==> src/rtl/instr_line_cache.sv <==
// Direct-mapped instruction line cache in front of a MIG DDR3 user interface; optional INSTR_CACHE_STATS_EN adds hit/miss counters.
// Latency: hit 1 cycle after fetch_req; a miss costs one MIG read plus 1 cycle; a load finishes 1 cycle after both MIG handshakes.
// Backpressure: fetch_busy is high outside IDLE; app_en/app_wdf_wren are held until app_rdy/app_wdf_rdy accept them.
module instr_line_cache #(
    parameter int ADDR_WIDTH = 28,
    parameter int NUM_LINES  = 4
) (
    input  logic                  ui_clk,
    input  logic                  resetn,
    input  logic                  fetch_req,
    input  logic [31:0]           fetch_pc,
    output logic [31:0]           fetch_instr,
    output logic                  fetch_valid,
    output logic                  fetch_busy,
    input  logic                  ld_wr,
    input  logic [31:0]           ld_addr,
    input  logic [127:0]          ld_data,
    output logic                  ld_ack,
    input  logic                  calib_done,
    input  logic                  app_rdy,
    input  logic                  app_wdf_rdy,
    input  logic [127:0]          app_rd_data,
    input  logic                  app_rd_data_valid,
    output logic [ADDR_WIDTH-1:0] app_addr,
    output logic [2:0]            app_cmd,
    output logic                  app_en,
    output logic [127:0]          app_wdf_data,
    output logic                  app_wdf_wren,
    output logic                  app_wdf_end
`ifdef INSTR_CACHE_STATS_EN
    ,
    output logic [31:0]           hit_count,
    output logic [31:0]           miss_count
`endif
);

    localparam int IW = $clog2(NUM_LINES);
    localparam int TW = ADDR_WIDTH - 3 - IW;

    typedef enum logic [2:0] {CALIB, IDLE, RD_CMD, RD_WAIT, WR_CMD} state_t;

    state_t                state_q, state_d;
    logic [ADDR_WIDTH:2]   addr_q, addr_d;
    logic [127:0]          wdata_q, wdata_d;
    logic [ADDR_WIDTH-1:0] app_addr_q, app_addr_d;
    logic [2:0]            app_cmd_q, app_cmd_d;
    logic                  app_en_q, app_en_d;
    logic                  wren_q, wren_d;
    logic                  fetch_valid_q, fetch_valid_d;
    logic [31:0]           fetch_instr_q, fetch_instr_d;
    logic                  ld_ack_q, ld_ack_d;

    logic [127:0]          line_q [NUM_LINES];
    logic [TW-1:0]         tag_q  [NUM_LINES];
    logic [NUM_LINES-1:0]  valid_q;

    logic                  line_we;
    logic [127:0]          line_wdata;
    logic                  clr_valid;
    logic                  hit_evt, miss_evt;

    logic [IW-1:0]         lk_idx, rq_idx;
    logic [TW-1:0]         lk_tag, rq_tag;
    logic                  lk_hit, rq_hit;
    logic [31:0]           lk_word;

    assign lk_idx  = fetch_pc[IW+3:4];
    assign lk_tag  = fetch_pc[ADDR_WIDTH:IW+4];
    assign lk_hit  = valid_q[lk_idx] && (tag_q[lk_idx] == lk_tag);
    assign lk_word = line_q[lk_idx][{fetch_pc[3:2], 5'd0} +: 32];
    assign rq_idx  = addr_q[IW+3:4];
    assign rq_tag  = addr_q[ADDR_WIDTH:IW+4];
    assign rq_hit  = valid_q[rq_idx] && (tag_q[rq_idx] == rq_tag);

    always_comb begin
        state_d       = state_q;
        addr_d        = addr_q;
        wdata_d       = wdata_q;
        app_addr_d    = app_addr_q;
        app_cmd_d     = app_cmd_q;
        app_en_d      = app_en_q;
        wren_d        = wren_q;
        fetch_valid_d = 1'b0;
        fetch_instr_d = fetch_instr_q;
        ld_ack_d      = 1'b0;
        line_we       = 1'b0;
        line_wdata    = app_rd_data;
        clr_valid     = 1'b0;
        hit_evt       = 1'b0;
        miss_evt      = 1'b0;
        case (state_q)
            CALIB: begin
                if (calib_done) state_d = IDLE;
            end
            IDLE: begin
                if (ld_wr) begin
                    state_d    = WR_CMD;
                    addr_d     = ld_addr[ADDR_WIDTH:2];
                    wdata_d    = ld_data;
                    app_addr_d = {ld_addr[ADDR_WIDTH:4], 3'b000};
                    app_cmd_d  = 3'b000;
                    app_en_d   = 1'b1;
                    wren_d     = 1'b1;
                end else if (fetch_req) begin
                    if (lk_hit) begin
                        hit_evt       = 1'b1;
                        fetch_valid_d = 1'b1;
                        fetch_instr_d = lk_word;
                    end else begin
                        miss_evt   = 1'b1;
                        state_d    = RD_CMD;
                        addr_d     = fetch_pc[ADDR_WIDTH:2];
                        app_addr_d = {fetch_pc[ADDR_WIDTH:4], 3'b000};
                        app_cmd_d  = 3'b001;
                        app_en_d   = 1'b1;
                    end
                end
            end
            RD_CMD: begin
                if (app_rdy) begin
                    app_en_d = 1'b0;
                    state_d  = RD_WAIT;
                end
            end
            RD_WAIT: begin
                if (app_rd_data_valid) begin
                    line_we       = 1'b1;
                    fetch_valid_d = 1'b1;
                    fetch_instr_d = app_rd_data[{addr_q[3:2], 5'd0} +: 32];
                    state_d       = IDLE;
                end
            end
            WR_CMD: begin
                // Command and write data are accepted independently by the MIG.
                if (app_en_q && app_rdy)    app_en_d = 1'b0;
                if (wren_q && app_wdf_rdy)  wren_d   = 1'b0;
                if (!app_en_d && !wren_d) begin
                    ld_ack_d = 1'b1;
                    state_d  = IDLE;
                    if (rq_hit) begin
                        line_we    = 1'b1;
                        line_wdata = wdata_q;
                    end
                end
            end
            default: state_d = CALIB;
        endcase
        // Losing calibration abandons everything and invalidates the cache.
        if (!calib_done && state_q != CALIB) begin
            state_d       = CALIB;
            app_en_d      = 1'b0;
            wren_d        = 1'b0;
            fetch_valid_d = 1'b0;
            ld_ack_d      = 1'b0;
            line_we       = 1'b0;
            clr_valid     = 1'b1;
            hit_evt       = 1'b0;
            miss_evt      = 1'b0;
        end
    end

    always_ff @(posedge ui_clk or negedge resetn) begin
        if (!resetn) begin
            state_q       <= CALIB;
            addr_q        <= '0;
            wdata_q       <= '0;
            app_addr_q    <= '0;
            app_cmd_q     <= 3'b000;
            app_en_q      <= 1'b0;
            wren_q        <= 1'b0;
            fetch_valid_q <= 1'b0;
            fetch_instr_q <= 32'd0;
            ld_ack_q      <= 1'b0;
            valid_q       <= '0;
        end else begin
            state_q       <= state_d;
            addr_q        <= addr_d;
            wdata_q       <= wdata_d;
            app_addr_q    <= app_addr_d;
            app_cmd_q     <= app_cmd_d;
            app_en_q      <= app_en_d;
            wren_q        <= wren_d;
            fetch_valid_q <= fetch_valid_d;
            fetch_instr_q <= fetch_instr_d;
            ld_ack_q      <= ld_ack_d;
            if (clr_valid)    valid_q         <= '0;
            else if (line_we) valid_q[rq_idx] <= 1'b1;
        end
    end

    always_ff @(posedge ui_clk) begin
        if (line_we) begin
            line_q[rq_idx] <= line_wdata;
            tag_q[rq_idx]  <= rq_tag;
        end
    end

`ifdef INSTR_CACHE_STATS_EN
    logic [31:0] hit_cnt_q, miss_cnt_q;

    always_ff @(posedge ui_clk or negedge resetn) begin
        if (!resetn) begin
            hit_cnt_q  <= 32'd0;
            miss_cnt_q <= 32'd0;
        end else begin
            if (hit_evt && hit_cnt_q != 32'hFFFF_FFFF)   hit_cnt_q  <= hit_cnt_q + 32'd1;
            if (miss_evt && miss_cnt_q != 32'hFFFF_FFFF) miss_cnt_q <= miss_cnt_q + 32'd1;
        end
    end

    assign hit_count  = hit_cnt_q;
    assign miss_count = miss_cnt_q;
`endif

    logic unused_bits;
    assign unused_bits = ^{fetch_pc[31:ADDR_WIDTH+1], fetch_pc[1:0],
                           ld_addr[31:ADDR_WIDTH+1], ld_addr[1:0], hit_evt, miss_evt};

    assign fetch_instr  = fetch_instr_q;
    assign fetch_valid  = fetch_valid_q;
    assign fetch_busy   = (state_q != IDLE);
    assign ld_ack       = ld_ack_q;
    assign app_addr     = app_addr_q;
    assign app_cmd      = app_cmd_q;
    assign app_en       = app_en_q;
    assign app_wdf_data = wdata_q;
    assign app_wdf_wren = wren_q;
    assign app_wdf_end  = 1'b1;

endmodule

==> config.mk <==
export PLATFORM = sky130hd
export DESIGN_NAME = instr_line_cache
export DESIGN_NICKNAME = d
export VERILOG_FILES = /design/src/rtl/instr_line_cache.sv
export SDC_FILE = /design/constraint.sdc
export NUM_CORES = 1
export LEC_CHECK = 0
export BUFFER_PORTS_ARGS = -buffer_cell sky130_fd_sc_hd__clkbuf_2
export CORE_MARGIN = 3
export CORE_UTILIZATION = 50
export CTS_CLUSTER_SIZE = 28
export DETAILED_ROUTE_END_ITERATION = 12
export PLACE_DENSITY_LB_ADDON = 0.15
export SETUP_SLACK_MARGIN = 0.5
export SLEW_MARGIN = 10
export SYNTH_ARGS = -nofsm -noshare
export SYNTH_HDL_FRONTEND = slang
export SYNTH_SLANG_ARGS = --single-unit
export TNS_END_PERCENT = 10
==> constraint.sdc <==
create_clock -name ui_clk -period 18.5 [get_ports ui_clk]
set_input_delay 0 -clock ui_clk [delete_from_list [all_inputs] [get_ports ui_clk]]
set_output_delay 0 -clock ui_clk [all_outputs]
set_load 0.005 [all_outputs]
==> flow_summary.ini, run 1 <==
[routing]
vias_per_cell = 5.62
post_drt_wl_per_cell_um = 23.4
drc_errors = 0
vias = 21600
firstDrtPassIters = 5
routed_wl_um = 90000
drtAntennaViolNets = 0
drt_iter0_drc = 1599

[global_route]
grt_pass1_wl_um = 140000
grt_pass1_vias = 23700
antenna_found_initial = 9
grt_max_degree = 83
track_usage_pct = 25.0
overflow = 0

[power_and_ir_drop]
power.leakage_nw = 17.5
power.density_nw_per_um2 = 117
p_int_mw = 3.76
swShare_pct = 27.7
clkPwrFrac_pct = 34.2
combPwrFrac_pct = 18.8
ir_worst_vdd_v = 0.0000921
seq_power_share_pct = 47.0
p_sw_mw = 1.44

[worst_hold_path]
hp-class = input pin to flip-flop

[worst_setup_path]
worst_setup_path_start_kind = flip-flop
path_common_cell = buf_4
end_kind = flip-flop
critPathKind = flip-flop to flip-flop
path_cells = buf_4 > mux4_2 > xnor2_1 > nand4_1 > or4_1 > or4_4 > a21o_1 > nor2_4 > buf_4
crit_path_top_delay_cell = buf_4
cp_max_fo = 63
r2r_slack_ns = 12.24
cp-endpoint = line_q[3][102]$_DFFE_PP_
regToRegEndpoint = line_q[3][102]$_DFFE_PP_
r2r-start = addr_q[4]$_DFFE_PN0P_
crit_required_ns = 18.73
critPathLaunch = addr_q[4]$_DFFE_PN0P_
cpPeakStageDelay_ns = 0.89
worst-r2r-cell-count = 9
crit_arrival_ns = 6.50

[sta]
finClkSkew_ns = 0.0296
rsz0062_at_grt = no
clock.fmax_ghz = 0.160
hold_viol = 0
fin_setup_tns_ns = 0
tightest_slew_ns = 1.05
min_period_over_period_pct = 33.9
post-route-min-period_ns = 6.26
slew_headroom_pct = 30.3
finalSetupViolCount = 0
drv_slew = 0
hold_ws_ns = 0.0592

[yosys]
synth-edff-count = 604
synth_ff_type = edfxtp_1
async_flop_share_pct = 24.8
ys_seq_area_share_pct = 66.3
yosysUniqueCellTypes = 56
netlist_instances = 2029
yosys_register_bits = 803
syn_avg_cell_area_um2 = 17.2
syn-cell-area_um2 = 34900
yosysWarnings = 0

[cts]
clk-insertion-delay-late_ns = 0.64
cts_num_sinks = 803
postCtsSetupRepairBufs = 0
h-tree-depth = 3
cts_resized = 0
cts_buffers = 87
root_buffer = clkbuf_16
clk_pin_slew_ns = 0.06
clockBufferDepth = 3
cts_tree = yes

[final_layout]
synthToLayoutAreaGrowth_pct = 27.2
fin_nets = 3154
layout_common_cells = edfxtp_1 (604), clkbuf_2 (503), nand2_1 (396)
final_util_pct = 64.4
final_layout_size_suffix_gt1_share_pct = 38.3
fillers = 4743
final_common_cell = edfxtp_1
final_cell_area_um2 = 44300

[die]
die_h_um = 270
dieWidth_um = 270
io_pins = 525
dieArea_um2 = 72900
rows = 96
initial_core_util_pct = 50.7
core_area_um2 = 68800

[place]
port-buffer-count = 508
gp_congestion = 0.831
dpl.hpwl_um = 53100
dpl_cell_area_um2 = 38100

[outcome]
status = finished, final reports clean

[job]
drv_cap = 0
registers in the layout (all words and copies together) (netlist names):
signal and cells:
addr_q 26, line_q 512, ld_ack 1, app_wdf_wren 1, state_q 3, valid_q 4, app_en 1, app_cmd 1
tag_q 92, app_addr 1, app_wdf_data 128, fetch_valid 1, fetch_instr 32
worst max-delay path, delay by kind of cell, from the launching register on:
family	cells	cell delay, ns
XOR/XNOR	1	0.17
buffers and inverters	2	1.35
multiplexers	1	0.58
AND/OR/NAND/NOR	4	2.44
AO/OA/AOI/OAI	1	0.36
flip-flops	1	0.85
cells by family after synthesis:
kind of cell | after synthesis | share of synthesized area (%)
flip-flops | 803 | 66.3
AND/OR/NAND/NOR | 473 | 5.51
multiplexers | 443 | 22.5
buffers and inverters | 168 | 2.41
AO/OA/AOI/OAI | 100 | 2.30
XOR/XNOR | 40 | 1.00
other | 2 | 0.0215
worst min path at each step:
stage | startpoint | cells past startpoint | end
after floorplan | resetn | 0 | addr_q[10]$_DFFE_PN0P_
after global placement | resetn | 1 | fetch_instr[19]$_DFFE_PN0P_
after detailed placement | resetn | 1 | app_wdf_data[20]$_DFFE_PN0P_
after CTS | ld_wr | 4 | addr_q[2]$_DFFE_PN0P_
after global routing | ld_data[118] | 4 | app_wdf_data[118]$_DFFE_PN0P_
final | ld_wr | 4 | addr_q[2]$_DFFE_PN0P_
repair_timing:
item	in CTS	in global routing
hold buffers	320	0
endpoints found under the setup margin	0	0
hold endpoints to repair	789	0
through the flow:
step / instances / setup WS, ns / total power, mW
after floorplan: 2033 / 4.62 / 2.94
after global placement: 3347 / 12.12 / 3.36
final: 3838 / 12.24 / 5.20
after detailed placement: 3347 / 12.11 / 3.39
after global routing: 3838 / 11.84 / 5.44
after CTS: 3831 / 12.08 / 5.24
cell usage after synthesis, types with 2 or more instances:
cell type	n	area, um^2
edfxtp_1	604	18100
nand2_1	398	1490
mux4_2	232	5230
dfrtp_1	199	4980
mux2_2	127	1430
clkbuf_1	79	297
mux2_4	67	1010
buf_4	35	263
xnor2_1	35	307
nand2b_1	28	175
a2bb2oi_1	26	228
o31ai_1	25	188
buf_1	21	78.8
mux2i_1	17	170
buf_2	14	70.1
nor2_1	13	48.8
a21oi_1	9	45.0
inv_1	9	33.8
buf_6	8	90.1
nand4_1	8	50.1
a211oi_1	5	37.5
nor2b_1	5	31.3
nor3_1	5	25.0
nor4_1	5	31.3
o22a_1	5	43.8
o22ai_1	5	31.3
xor2_1	5	43.8
nand3_1	4	20.0
a21o_1	2	15.0
a222oi_1	2	20.0
a22oi_1	2	15.0
conb_1	2	7.51
o21ai_0	2	10.0
o2bb2ai_1	2	17.5
or3_1	2	12.5
or4_1	2	15.0
final cells by class:
class	instances	area, um^2	area share [%]
Clock inverter	40	536	1.21
Inverter	11	41.3	0.0931
Sequential cell	803	23100	52.1
Multi-Input combinational cell	1062	11000	24.8
Timing Repair Buffer	861	6040	13.6
Antenna cell	6	15.0	0.0339
Tap cell	931	1160	2.63
Clock buffer	124	2440	5.50
power groups by stage:
stage                     clock [mW]  sequential (mW)  combinational (mW)
final                           1.78             2.45               0.979
after global routing            1.89             2.48                1.08
after CTS                       1.82             2.44               0.976
after detailed placement           0             2.48               0.910
after global placement             0             2.47               0.898
after floorplan                    0             2.36               0.574
per-layer routing:
layer | up-vias | GRT usage (%) | routed length, um | share of wire (%)
met2 | 821 | 44.0 | 46800 | 52
met1 | 11200 | 32.1 | 35700 | 40
met4 | 6 | 7.09 | 2200 | 2.4
li1 | 9428 | - | - | -
met5 | - | 0 | 34 | 0.038
met3 | 170 | 4.50 | 5310 | 5.9
Power figures use the tool's default switching activity.
==> run 2, diff against run 1 <==
clock period = 5.74 ns   (was 18.5 ns; I/O delays follow)
==> run 2 against run 1 <==
Compared with the run above: sequential share of layout area down 0.33 points; first-iteration DRC count up 0.81%; clock skew down 0.00096 ns.
==> flow_summary.ini, run 2 (synthesis results as in run 1) <==
[place]
dp_cells = 3364
dpl.hpwl_um = 55600
port-buffer-count = 508
gp_congestion = 0.804
dpl_cell_area_um2 = 38600
post-place-ws_ns = 0.882

[die]
core_area_um2 = 68800
dieArea_um2 = 72900
die_h_um = 270
initial_core_util_pct = 50.7
rows = 96
dieWidth_um = 270
io_pins = 525

[sta]
clock.fmax_ghz = 0.208
tightest_slew_ns = 1.12
rsz0062_at_grt = no
worst_slack_ns = 0.923
drv_slew = 0
hold_viol = 0
finClkSkew_ns = 0.0286
hold_ws_ns = 0.0975
slew_headroom_pct = 25.3
min_period_over_period_pct = 83.9
fin_setup_tns_ns = 0
finalSetupViolCount = 0
post-route-min-period_ns = 4.82

[cts]
clockBufferDepth = 3
h-tree-depth = 3
cts_buffers = 87
clk_pin_slew_ns = 0.06
cts_num_sinks = 803
postCtsSetupRepairBufs = 0
root_buffer = clkbuf_16
clk-insertion-delay-late_ns = 0.63
cts_tree = yes

[final_layout]
instances_no_fill = 3849
multiInputGateArea_um2 = 11000
largest_register_ffs = 512
final_layout_size_suffix_gt1_share_pct = 38.8
ff_latch_area_um2 = 23100
regMostFlops = line_q
fillers = 4727
layout_common_cells = edfxtp_1 (604), clkbuf_2 (504), nand2_1 (396)
final_cell_area_um2 = 44600
final_util_pct = 64.8
synthToLayoutAreaGrowth_pct = 28.0
fin_nets = 3169
final_common_cell = edfxtp_1

[job]
drv_cap = 0

[global_route]
overflow = 0
grt_pass1_vias = 23100
antenna_found_initial = 9
grt_pass1_wl_um = 140000
grt_max_degree = 133
track_usage_pct = 25.2

[worst_setup_path]
worst_setup_path_start_kind = flip-flop
path_cells = buf_4 > mux4_2 > xnor2_1 > nand4_1 > or4_1 > or4_4 > a21o_4 > nor3_4 > buf_12
crit_arrival_ns = 5.08
cp_max_fo = 57
critPathKind = flip-flop to flip-flop
crit_required_ns = 6.00
crit_path_top_delay_cell = dfrtp_1
end_kind = flip-flop
cpPeakStageDelay_ns = 0.97

[routing]
drt_iter0_drc = 1612
vias = 21500
drtAntennaViolNets = 0
post_drt_wl_per_cell_um = 23.8
firstDrtPassIters = 7
drc_errors = 0
vias_per_cell = 5.58
routed_wl_um = 91700

[power_and_ir_drop]
power.leakage_nw = 17.6
power_mw = 16.5
power.density_nw_per_um2 = 370
ir_worst_vdd_v = 0.000237

[worst_hold_path]
hp-class = input pin to flip-flop

[outcome]
status = finished, final reports clean
run 2: report_power, final:
group          switching (mW)  internal (mW)
logic                    1.51           1.66
clock network            2.25           3.22
registers               0.898           6.99
run 2: critical path, delay by kind of cell, from the launching register on:
kind / cells / cell delay (ns)
and+or+nand+nor: 4 / 1.62
AOI/OAI and AO/OA: 1 / 0.29
buffers and inverters: 2 / 0.79
DFF: 1 / 0.97
muxes: 1 / 0.54
xor gates and xnor gates: 1 / 0.18
run 2: final timing paths:
path,startpoint,endpoint,slack [ns],depth (start not counted)
max in group asynchronous,resetn,addr_q[2]$_DFFE_PN0P_,4.05,4
min in group asynchronous,resetn,fetch_instr[10]$_DFFE_PN0P_,0.41,3
max reg2reg,addr_q[4]$_DFFE_PN0P_,line_q[0][104]$_DFFE_PP_,0.92,9
max,addr_q[4]$_DFFE_PN0P_,line_q[0][104]$_DFFE_PP_,0.92,9
min reg2reg,app_wdf_data[89]$_DFFE_PN0P_,app_wdf_data[89]$_DFFE_PN0P_,0.50,2
min,ld_data[127],app_wdf_data[127]$_DFFE_PN0P_,0.1,4
run 2: final cells by class:
type                       instances  share of cell area (%)
clock buffer                     125                    5.59
sequential                       803                    51.8
timing repair buffer             876                    14.5
antenna                            3                  0.0168
multi-input combinational       1062                    24.6
inverter                          11                  0.0925
tap                              931                    2.61
clock inverter                    38                   0.749
run 2: per-layer routing:
metal | track usage [%] | vias to the layer above | wire length [um]
li1 | - | 9460 | -
met4 | 7.21 | 12 | 1950
met3 | 4.60 | 141 | 5460
met5 | 0 | - | 76
met2 | 44.0 | 742 | 47600
met1 | 32.6 | 11100 | 36700
run 2: repair_timing:
action                     CTS  global route
setup endpoints to repair    0             0
hold endpoints to repair   779             0
gates resized for setup      0             0
hold buffers               319             0
==> run 3, diff against run 2 <==
ABC_AREA = 1   (was not set)
clock period = 5 ns   (was 5.74 ns; I/O delays follow)
==> run 3 against run 2 <==
Compared with the run above: maximum frequency rose by 23%; setup slack gained 0.17 ns; utilization fell by 0.86 points; hold slack got worse by 0.044 ns; largest cell class unchanged.
==> flow_summary.ini, run 3 <==
[outcome]
status = finished, final reports clean

[cts]
clockBufferDepth = 3
root_buffer = clkbuf_16
clk-insertion-delay-late_ns = 0.64
cts_tree = yes
clk_pin_slew_ns = 0.06
h-tree-depth = 3
cts_buffers = 85
cts_resized = 0
cts_num_sinks = 803

[place]
dpl.hpwl_um = 76800
gp_congestion = 0.931
port-buffer-count = 508
dpl_cell_area_um2 = 38900

[final_layout]
final_cell_area_um2 = 45000
largest_register_ffs = 512
layout_common_cells = nand2_1 (763), edfxtp_1 (604), clkbuf_2 (504)
final_util_pct = 64.0
final_layout_size_suffix_gt1_share_pct = 17.3
synthToLayoutAreaGrowth_pct = 26.1
regMostFlops = line_q
fin_nets = 4555
fillers = 5499
final_common_cell = nand2_1

[routing]
post_drt_wl_per_cell_um = 23.4
drtAntennaViolNets = 0
routed_wl_um = 123000
firstDrtPassIters = 6
drt_iter0_drc = 3198
vias_per_cell = 5.75
drc_errors = 0
vias = 30100

[worst_setup_path]
crit_arrival_ns = 4.21
cp_max_fo = 34
end_kind = flip-flop
crit_required_ns = 5.30
r2r-start = addr_q[5]$_DFFE_PN0P_
critPathKind = flip-flop to flip-flop
critPathLaunch = addr_q[5]$_DFFE_PN0P_
worst_setup_path_start_kind = flip-flop

[die]
dieArea_um2 = 74700
dieWidth_um = 273
io_pins = 525
initial_core_util_pct = 50.7
core_area_um2 = 70400
rows = 97
die_h_um = 273

[yosys]
synthTopCellsByArea = edfxtp_1 (51%), dfrtp_1 (14%), nand2_1 (8.0%)
synth.most_common_cell = nand2_1
yosys_register_bits = 803
yosysWarnings = 0
synth-edff-count = 604
netlist_instances = 3521
async_flop_share_pct = 24.8
syn_avg_cell_area_um2 = 10.1
synth_ff_type = edfxtp_1
synth_commonest_cells = nand2_1 (764), edfxtp_1 (604), o21ai_0 (471), nor2_1 (386), inv_1 (219)
netlist.area_leader.share_pct = 50.8
ys_seq_area_share_pct = 64.7
yosysUniqueCellTypes = 33
syn-cell-area_um2 = 35700
synth_area_leader_cell = edfxtp_1

[sta]
hold_viol = 0
slew_headroom_pct = 14.2
clock.fmax_ghz = 0.256
finClkSkew_ns = 0.0274
min_period_over_period_pct = 78.1
fin_setup_tns_ns = 0
post-route-min-period_ns = 3.91
finalSetupViolCount = 0
tightest_slew_ns = 1.29
rsz0062_at_grt = no
drv_slew = 0

[global_route]
track_usage_pct = 32.5
grt_max_degree = 245
overflow = 0
grt_pass1_vias = 29200
antenna_found_initial = 7
grt_pass1_wl_um = 182000

[power_and_ir_drop]
power.density_nw_per_um2 = 458
power.leakage_nw = 18.6
ir_worst_vdd_v = 0.000313

[job]
drv_cap = 0

[worst_hold_path]
min-delay-start = app_rd_data[57]
hp-class = input pin to flip-flop
run 3: cell count changes after synthesis, moves of 41 or more:
cell,delta
o21ai_0,+469
nor2_1,+373
nand2_1,+366
mux4_2,-232
inv_1,+210
nand3_1,+178
mux2_2,-127
o21ai_1,+122
o221ai_1,+85
clkbuf_1,+81
mux2_4,-67
buf_2,+43
o211ai_1,+41
run 3: path summary, 6_finish.rpt:
path	endpoint	slack (ns)	cells past startpoint
min	line_q[0][57]$_DFFE_PP_	0.05	3
min reg2reg	valid_q[2]$_DFFE_PN0P_	0.50	2
max in group asynchronous	app_wdf_data[124]$_DFFE_PN0P_	3.34	4
min in group asynchronous	app_wdf_data[40]$_DFFE_PN0P_	0.49	3
max reg2reg	line_q[2][57]$_DFFE_PP_	1.09	12
max	line_q[2][57]$_DFFE_PP_	1.09	12
run 3: through the flow:
stage	hold WS, ns	total power, mW	worst slack [ns]	instances
after floorplan	-0.296	11.4	-0.276	3525
after global placement	0.0828	13.7	1.12	4761
after detailed placement	0.0813	13.8	1.12	4761
after CTS	0.00617	20.6	1.11	5239
after global routing	0.0306	21.6	0.796	5239
final	0.0533	20.6	1.09	5243
run 3: kinds of logic (layout without fill, tap and decap cells):
| group | Yosys count | count (layout) | share of synthesized area, % |
|---|---|---|---|
| muxes | 14 | 14 | 0.392 |
| xor gates and xnor gates | 4 | 4 | 0.0981 |
| AOI/OAI and AO/OA | 866 | 866 | 14.2 |
| and+or+nand+nor | 1342 | 1342 | 14.8 |
| other | 2 | 10 | 0.0210 |
| DFF | 803 | 803 | 64.7 |
| buffers and inverters | 490 | 1264 | 5.74 |
run 3: layer usage:
layer | GRT usage [%] | up-vias | wire length [um]
li1 | - | 13700 | -
met1 | 43.6 | 14400 | 48200
met2 | 52.2 | 1729 | 57300
met3 | 6.19 | 288 | 11900
met4 | 13.6 | 8 | 5560
met5 | 0 | - | 41
run 3: critical path, stage by stage (launching register included):
cell and delay (ns):
dfrtp_1 0.63, nor2_1 0.90, a21oi_1 0.22, nand3_1 0.11, nand2_1 0.07, nor2_1 0.09
nand2_1 0.05, nor2_1 0.26, nand3_4 0.14, nand2_1 0.14, nand3_1 0.18, inv_6 0.44
buf_4 0.34
run 3: layout make-up:
class                   instances  area (um^2)  share of cell area [%]
diodes                          4         10.0                  0.0222
clock buffers                 118         2400                    5.34
multi-input cells            2232        10600                    23.5
clock inverters                41          509                    1.13
inverters                     224          870                    1.93
repair buffers                881         6350                    14.1
flip-flops and latches        803        23100                    51.3
well taps                     940         1180                    2.61
run 3: timing repair:
| item | in CTS | in global routing |
|---|---|---|
| setup buffers | 0 | 0 |
| hold endpoints to repair | 796 | 0 |
| endpoints found under the setup margin | 0 | 0 |
| hold buffers | 319 | 0 |
run 3: report_power, final:
group	internal [mW]	leakage, nW	total (mW)	switching (mW)
combinational	1.77	9.27	5.19	3.42
clock	3.94	1.42	6.56	2.62
sequential	8.17	7.92	8.88	0.711
total	13.9	18.6	20.6	6.75
